<file path="config.mk">
export PLATFORM = sky130hd
export DESIGN_NAME = seq_gen
export DESIGN_NICKNAME = d
export VERILOG_FILES = /design/src/rtl/seq_pkg.sv /design/src/rtl/seq_exp.sv /design/src/rtl/seq_gen.sv
export SDC_FILE = /design/constraint.sdc
export NUM_CORES = 1
export LEC_CHECK = 0
export CAP_MARGIN = 30
export CORE_ASPECT_RATIO = 0.7
export CORE_MARGIN = 5
export CORE_UTILIZATION = 48
export CTS_CLUSTER_SIZE = 14
export DETAILED_ROUTE_END_ITERATION = 7
export GPL_ROUTABILITY_DRIVEN = 0
export GPL_TIMING_DRIVEN = 1
export PLACE_DENSITY = 0.76
export SLEW_MARGIN = 20
export SYNTH_ARGS = -nofsm -noshare
export SYNTH_HDL_FRONTEND = slang
export SYNTH_HIERARCHICAL = 1
export SYNTH_SLANG_ARGS = --single-unit
export TNS_END_PERCENT = 50
</file>
<file path="constraint.sdc">
create_clock -name clk -period 2.1 [get_ports clk]
set_input_delay 0.42 -clock clk [delete_from_list [all_inputs] [get_ports clk]]
set_output_delay 0.42 -clock clk [all_outputs]
set_load 0.005 [all_outputs]
</file>
<file path="src/rtl/seq_pkg.sv">
// Shared definitions for the serial run-detect pair: generator FSM encoding,
// detector FSM encoding and default sizing.
package seq_pkg;

    typedef enum logic [1:0] {
        ST_IDLE = 2'd0,
        ST_SEND = 2'd1,
        ST_GAP  = 2'd2,
        ST_DONE = 2'd3
    } gen_state_t;

    typedef enum logic [1:0] {
        DET_IDLE = 2'd0,
        DET_S0   = 2'd1,
        DET_S1   = 2'd2
    } det_state_t;

    localparam int DEF_DATA_W = 16;
    localparam int DEF_LEN_W  = 5;
    localparam int DEF_RPT_W  = 4;
    localparam int DEF_GAP    = 1;

    // The gap counter only ever holds GAP-1, so it needs clog2(GAP) bits (min 1).
    function automatic int gap_cnt_w(input int gap);
        return (gap > 1) ? $clog2(gap) : 1;
    endfunction

endpackage

</file>
<file path="src/rtl/seq_exp.sv">
// Two-deep history of the serial stream and the registered "two ones in a row"
// flag a downstream detector is expected to show.
module seq_exp (
    input  logic clk,
    input  logic rst_n,
    input  logic w_next,
    output logic exp_z
);

    logic h1;
    logic h2;

    // Fed with the value w_o takes at each edge, so h1/h2 hold w_o of the
    // two cycles preceding the one in which exp_z is presented.
    always_ff @(posedge clk or negedge rst_n) begin
        if (!rst_n) begin
            h1    <= 1'b0;
            h2    <= 1'b0;
            exp_z <= 1'b0;
        end else begin
            h1    <= w_next;
            h2    <= h1;
            exp_z <= h1 & h2;
        end
    end

endmodule

</file>
<file path="src/rtl/seq_gen.sv">
// Serial pattern generator: accepts a pattern command, shifts it out MSB-first
// with optional zero-filled repeats, and produces the expected detector output.
module seq_gen
    import seq_pkg::*;
#(
    parameter int DATA_W = DEF_DATA_W,
    parameter int LEN_W  = DEF_LEN_W,
    parameter int RPT_W  = DEF_RPT_W,
    parameter int GAP    = DEF_GAP
) (
    input  logic              clk,
    input  logic              rst_n,
    input  logic              valid_i,
    output logic              ready_o,
    input  logic [DATA_W-1:0] pat_i,
    input  logic [LEN_W-1:0]  len_i,
    input  logic [RPT_W-1:0]  rpt_i,
    output logic              w_o,
    output logic              w_vld_o,
    output logic              exp_z_o,
    output logic              busy_o,
    output logic              done_o
);

    localparam int               GAP_W   = gap_cnt_w(GAP);
    localparam logic [LEN_W-1:0] MAX_LEN = LEN_W'(DATA_W);

    gen_state_t        state;
    gen_state_t        state_n;
    logic [DATA_W-1:0] pat_q;
    logic [DATA_W-1:0] pat_n;
    logic [DATA_W-1:0] bit_mask;
    logic [LEN_W-1:0]  len_q;
    logic [LEN_W-1:0]  len_n;
    logic [LEN_W-1:0]  len_clamp;
    logic [LEN_W-1:0]  idx;
    logic [LEN_W-1:0]  idx_n;
    logic [RPT_W-1:0]  rpt_q;
    logic [RPT_W-1:0]  rpt_n;
    logic [GAP_W-1:0]  gap_q;
    logic [GAP_W-1:0]  gap_n;
    logic              w_d;

    assign len_clamp = (len_i > MAX_LEN) ? MAX_LEN : len_i;
    assign ready_o   = (state == ST_IDLE);
    assign busy_o    = (state != ST_IDLE);

    always_comb begin
        state_n = state;
        pat_n   = pat_q;
        len_n   = len_q;
        idx_n   = idx;
        rpt_n   = rpt_q;
        gap_n   = gap_q;
        case (state)
            ST_IDLE: begin
                if (valid_i) begin
                    pat_n = pat_i;
                    len_n = len_clamp;
                    rpt_n = rpt_i;
                    idx_n = len_clamp - 1'b1;
                    state_n = (len_clamp == '0) ? ST_DONE : ST_SEND;
                end
            end
            ST_SEND: begin
                if (idx != '0) begin
                    idx_n = idx - 1'b1;
                end else if (rpt_q != '0) begin
                    rpt_n = rpt_q - 1'b1;
                    if (GAP == 0) begin
                        idx_n = len_q - 1'b1;
                    end else begin
                        state_n = ST_GAP;
                        gap_n   = GAP_W'(GAP - 1);
                    end
                end else begin
                    state_n = ST_DONE;
                end
            end
            ST_GAP: begin
                if (gap_q == '0) begin
                    state_n = ST_SEND;
                    idx_n   = len_q - 1'b1;
                end else begin
                    gap_n = gap_q - 1'b1;
                end
            end
            ST_DONE: begin
                state_n = ST_IDLE;
            end
            default: begin
                state_n = ST_IDLE;
            end
        endcase
    end

    // Outputs are registered from the next-state view so the first bit
    // appears in the cycle right after the accept edge.
    assign bit_mask = DATA_W'(1) << idx_n;
    assign w_d      = (state_n == ST_SEND) && ((pat_n & bit_mask) != '0);

    always_ff @(posedge clk or negedge rst_n) begin
        if (!rst_n) begin
            state   <= ST_IDLE;
            pat_q   <= '0;
            len_q   <= '0;
            idx     <= '0;
            rpt_q   <= '0;
            gap_q   <= '0;
            w_o     <= 1'b0;
            w_vld_o <= 1'b0;
            done_o  <= 1'b0;
        end else begin
            state   <= state_n;
            pat_q   <= pat_n;
            len_q   <= len_n;
            idx     <= idx_n;
            rpt_q   <= rpt_n;
            gap_q   <= gap_n;
            w_o     <= w_d;
            w_vld_o <= (state_n == ST_SEND);
            done_o  <= (state_n == ST_DONE);
        end
    end

    seq_exp u_exp (
        .clk    (clk),
        .rst_n  (rst_n),
        .w_next (w_d),
        .exp_z  (exp_z_o)
    );

endmodule
</file>
==> impl_metrics.ini <==
[run_status]
status = finished, violations left
violations = negative setup slack

[synth]
synth_seq_area_share_pct = 46.5
synth_top_family_by_area = multiplexers
synthTopCellsByCount = 38 x dfrtp_1, 17 x mux2_2, 17 x mux2i_1, 16 x nand2_1, 10 x nor2_1
synthSimpleGateAreaFrac_pct = 14.4
synth_seq_cells = 38
synth_top_area_share_pct = 46.5
synth-xor-area-share_pct = 2.57
yosys-mux-area-fraction_pct = 17.7
ys.flop_type = dfrtp_1
synth_area_leaders = dfrtp_1 46%, mux2_2 9.4%, mux2i_1 8.3%, ha_1 3.7%, nand2_1 2.9%
syn_area_per_cell_um2 = 10.7
async_flop_share_pct = 100
synth.distinct_cells = 44
synth_top_area_cell = dfrtp_1
syn_inst = 191
synth_compound_area_share_pct = 11.4
synth_fp_nets = 225
synth-adder-area-share_pct = 3.67
synth-edff-count = 0
netlist_area_um2 = 2050
ys_warn_count = 6
yosysMostFrequentCell = dfrtp_1

[critical_path]
rr_endpoint = u_exp/h1
cp.required_ps = 2270
start_kind = flip-flop
rr_startpoint = idx[0]
cpMostUsedCell = mux2i_1
critPathKind = flip-flop to flip-flop
r2r_cells = 9
critPathTopFamily = multiplexers
cpPeakStageDelay_ps = 400
cp_slowest_cell = dfrtp_1
crit_arrival_ps = 2410
worstPathCellList = inv_2, ha_4, or3b_1, mux2i_1, a221o_2, mux2i_1, mux2i_1, mux2i_1, o22ai_2
r2r_slack_ps = -150
critPathCaptureType = flip-flop
cp_max_fo = 5
critical_path.n_buffers_inverters = 1

[clock_tree]
clock-sinks = 38
cts_tree = done
cts_root_buf = clkbuf_8
clk-insertion-delay-late_ps = 290
cts_made_buffers = 5
htreeDepth = 2
clk_path_buf_depth = 2
postCtsHoldBufs = 0
cts.clk_slew.worst_paths_ps = 80

[grt]
grtUsageTotal_pct = 18.1
grt_max_degree = 39
grt_pass1_wl_um = 7940
antenna_found_initial = 0
overflow = 0
grt_pass1_vias = 1637

[power]
p_leak_nw = 1.25
p_seq_share_pct = 29.2
intPower_mw = 2.69
clkPwrFrac_pct = 12.1
p_comb_share_pct = 58.7
switching_share_pct = 39.0
ir_drop_v = 0.000909
p_switching_mw = 1.72
p_per_area_nw_per_um2 = 1570

[route]
wl_um = 4950
initialDrtViolationCount = 110
num_vias = 1646
dr.pass1.iters = 4
drcViolationCount = 0
viasPerCell = 5.38
wl_per_cell_um = 16.2
ant_nets = 0

[sta]
slew_viol_final = 0
setup_viol = 2
layout_min_cycle_time_ps = 2250
hold_viol = 0
clock_skew_ps = 5.70
fin_crit_sh_pct = 107
grt_setup_unrepaired = true
fmax_mhz = 445
setup_slack_ps = -145
slew_headroom_pct = 72.4
worst_pin_slew_ps = 410

[final_layout]
finalNonFillerCells = 306
multi_input_area_um2 = 1090
regArea_um2 = 951
drive_gt1_share_pct = 29.5
fin_nets = 287
fillers = 294
area_delta_synth_final_pct = 37.2
diodes = 0

[die]
core.rowCount = 19
io_pins = 34
die_h_um = 64.6
dieArea_um2 = 5690
start_util_pct = 50.9
coreArea_um2 = 4020
die_w_um = 88.0

[placement]
dp_slack_ps = -631
port_buffers = 33
placed_cells = 290
dp_hpwl_um = 3460

[run]
drv_cap = 0

[worst_hold_path]
hold_path_class = input pin to async pin
-- registers in the layout (all words and copies together) (netlist names) --
register,flops
u_exp/h2,1
done_o,1
rpt_q,4
w_vld_o,1
len_q,5
u_exp/exp_z,1
u_exp/h1,1
w_o,1
pat_q,16
state,2
idx,5
-- cell type report --
type	count	share of cell area (%)
Multi-Input combinational cell	137	39.0
Inverter	9	1.20
Clock buffer	6	2.94
Timing Repair Buffer	62	20.2
Clock inverter	2	0.446
Tap cell	52	2.32
Sequential cell	38	33.9
-- layer usage --
layer	up-vias	part of all wire (%)	track usage [%]
met1	769	48	26.4
met2	63	42	25.2
met3	15	7.6	5.70
met4	0	2.5	6.60
li1	799	-	-
met5	-	0	0
-- repair_timing --
item	in CTS	in global routing
setup endpoints to repair	4	4
buffers inserted	3	4
pin swaps	5	5
gates cloned	1	0
gates resized for setup	10	9
-- stage by stage --
step	power [mW]	TNS, ps	instance area [um2]	util [%]	hold WS, ps
2_1_floorplan	2.89	0	2050	-	124
3_3_place_gp	3.51	-1110	2580	64.3	377
3_5_place_dp	3.59	-1460	2580	64.3	380
4_1_cts	4.25	-178	2730	67.9	92.6
5_1_grt	4.75	-590	2810	69.9	107
6_report	4.41	-284	2810	69.9	81.1
-- worst reg2reg max path: cells and delay by family, from the launching register on --
kind / cells / cell delay [ps]
buffers and inverters: 1 / 80
AO/OA/AOI/OAI: 2 / 380
AND/OR/NAND/NOR: 1 / 330
multiplexers: 4 / 730
adder cells (fa/ha/maj): 1 / 190
flip-flops: 1 / 400
-- worst max-delay path by stage --
stage                     startpoint       end  slack, ps  depth (start not counted)
final                         idx[0]  u_exp/h1       -150                          9
after CTS                     idx[1]  u_exp/h1        -90                          9
after global placement      len_i[4]  u_exp/h1       -510                         10
after global routing          idx[0]       w_o       -270                         10
after floorplan               idx[0]  u_exp/h1         80                         10
after detailed placement    len_i[4]       w_o       -630                         10
-- cell usage in the layout, fill, tap and decap left out, types with 6 or more instances in the layout --
cell type,n
clkbuf_8,6
mux2_2,17
inv_1,6
clkdlybuf4s50_1,29
mux2i_1,17
nor3_1,7
a21oi_1,7
buf_4,27
o21ai_0,7
nand2_1,14
dfrtp_1,38
nor2_1,10
-- power by group through the flow --
stage               registers, mW  logic (mW)  clock network, mW
floorplan                    1.26        1.63                  0
global placement             1.27        2.24                  0
detailed placement           1.29        2.30                  0
CTS                          1.28        2.42              0.545
global route                 1.32        2.85              0.578
finish                       1.29        2.59              0.535
-- cells by family after synthesis --
logic type                 after synthesis
and+or+nand+nor                         56
DFF                                     38
AOI/OAI and AO/OA                       34
muxes                                   34
buffers and inverters                   17
xor gates and xnor gates                 6
adders and majority gates                6
(Power assumes the default switching activity.)
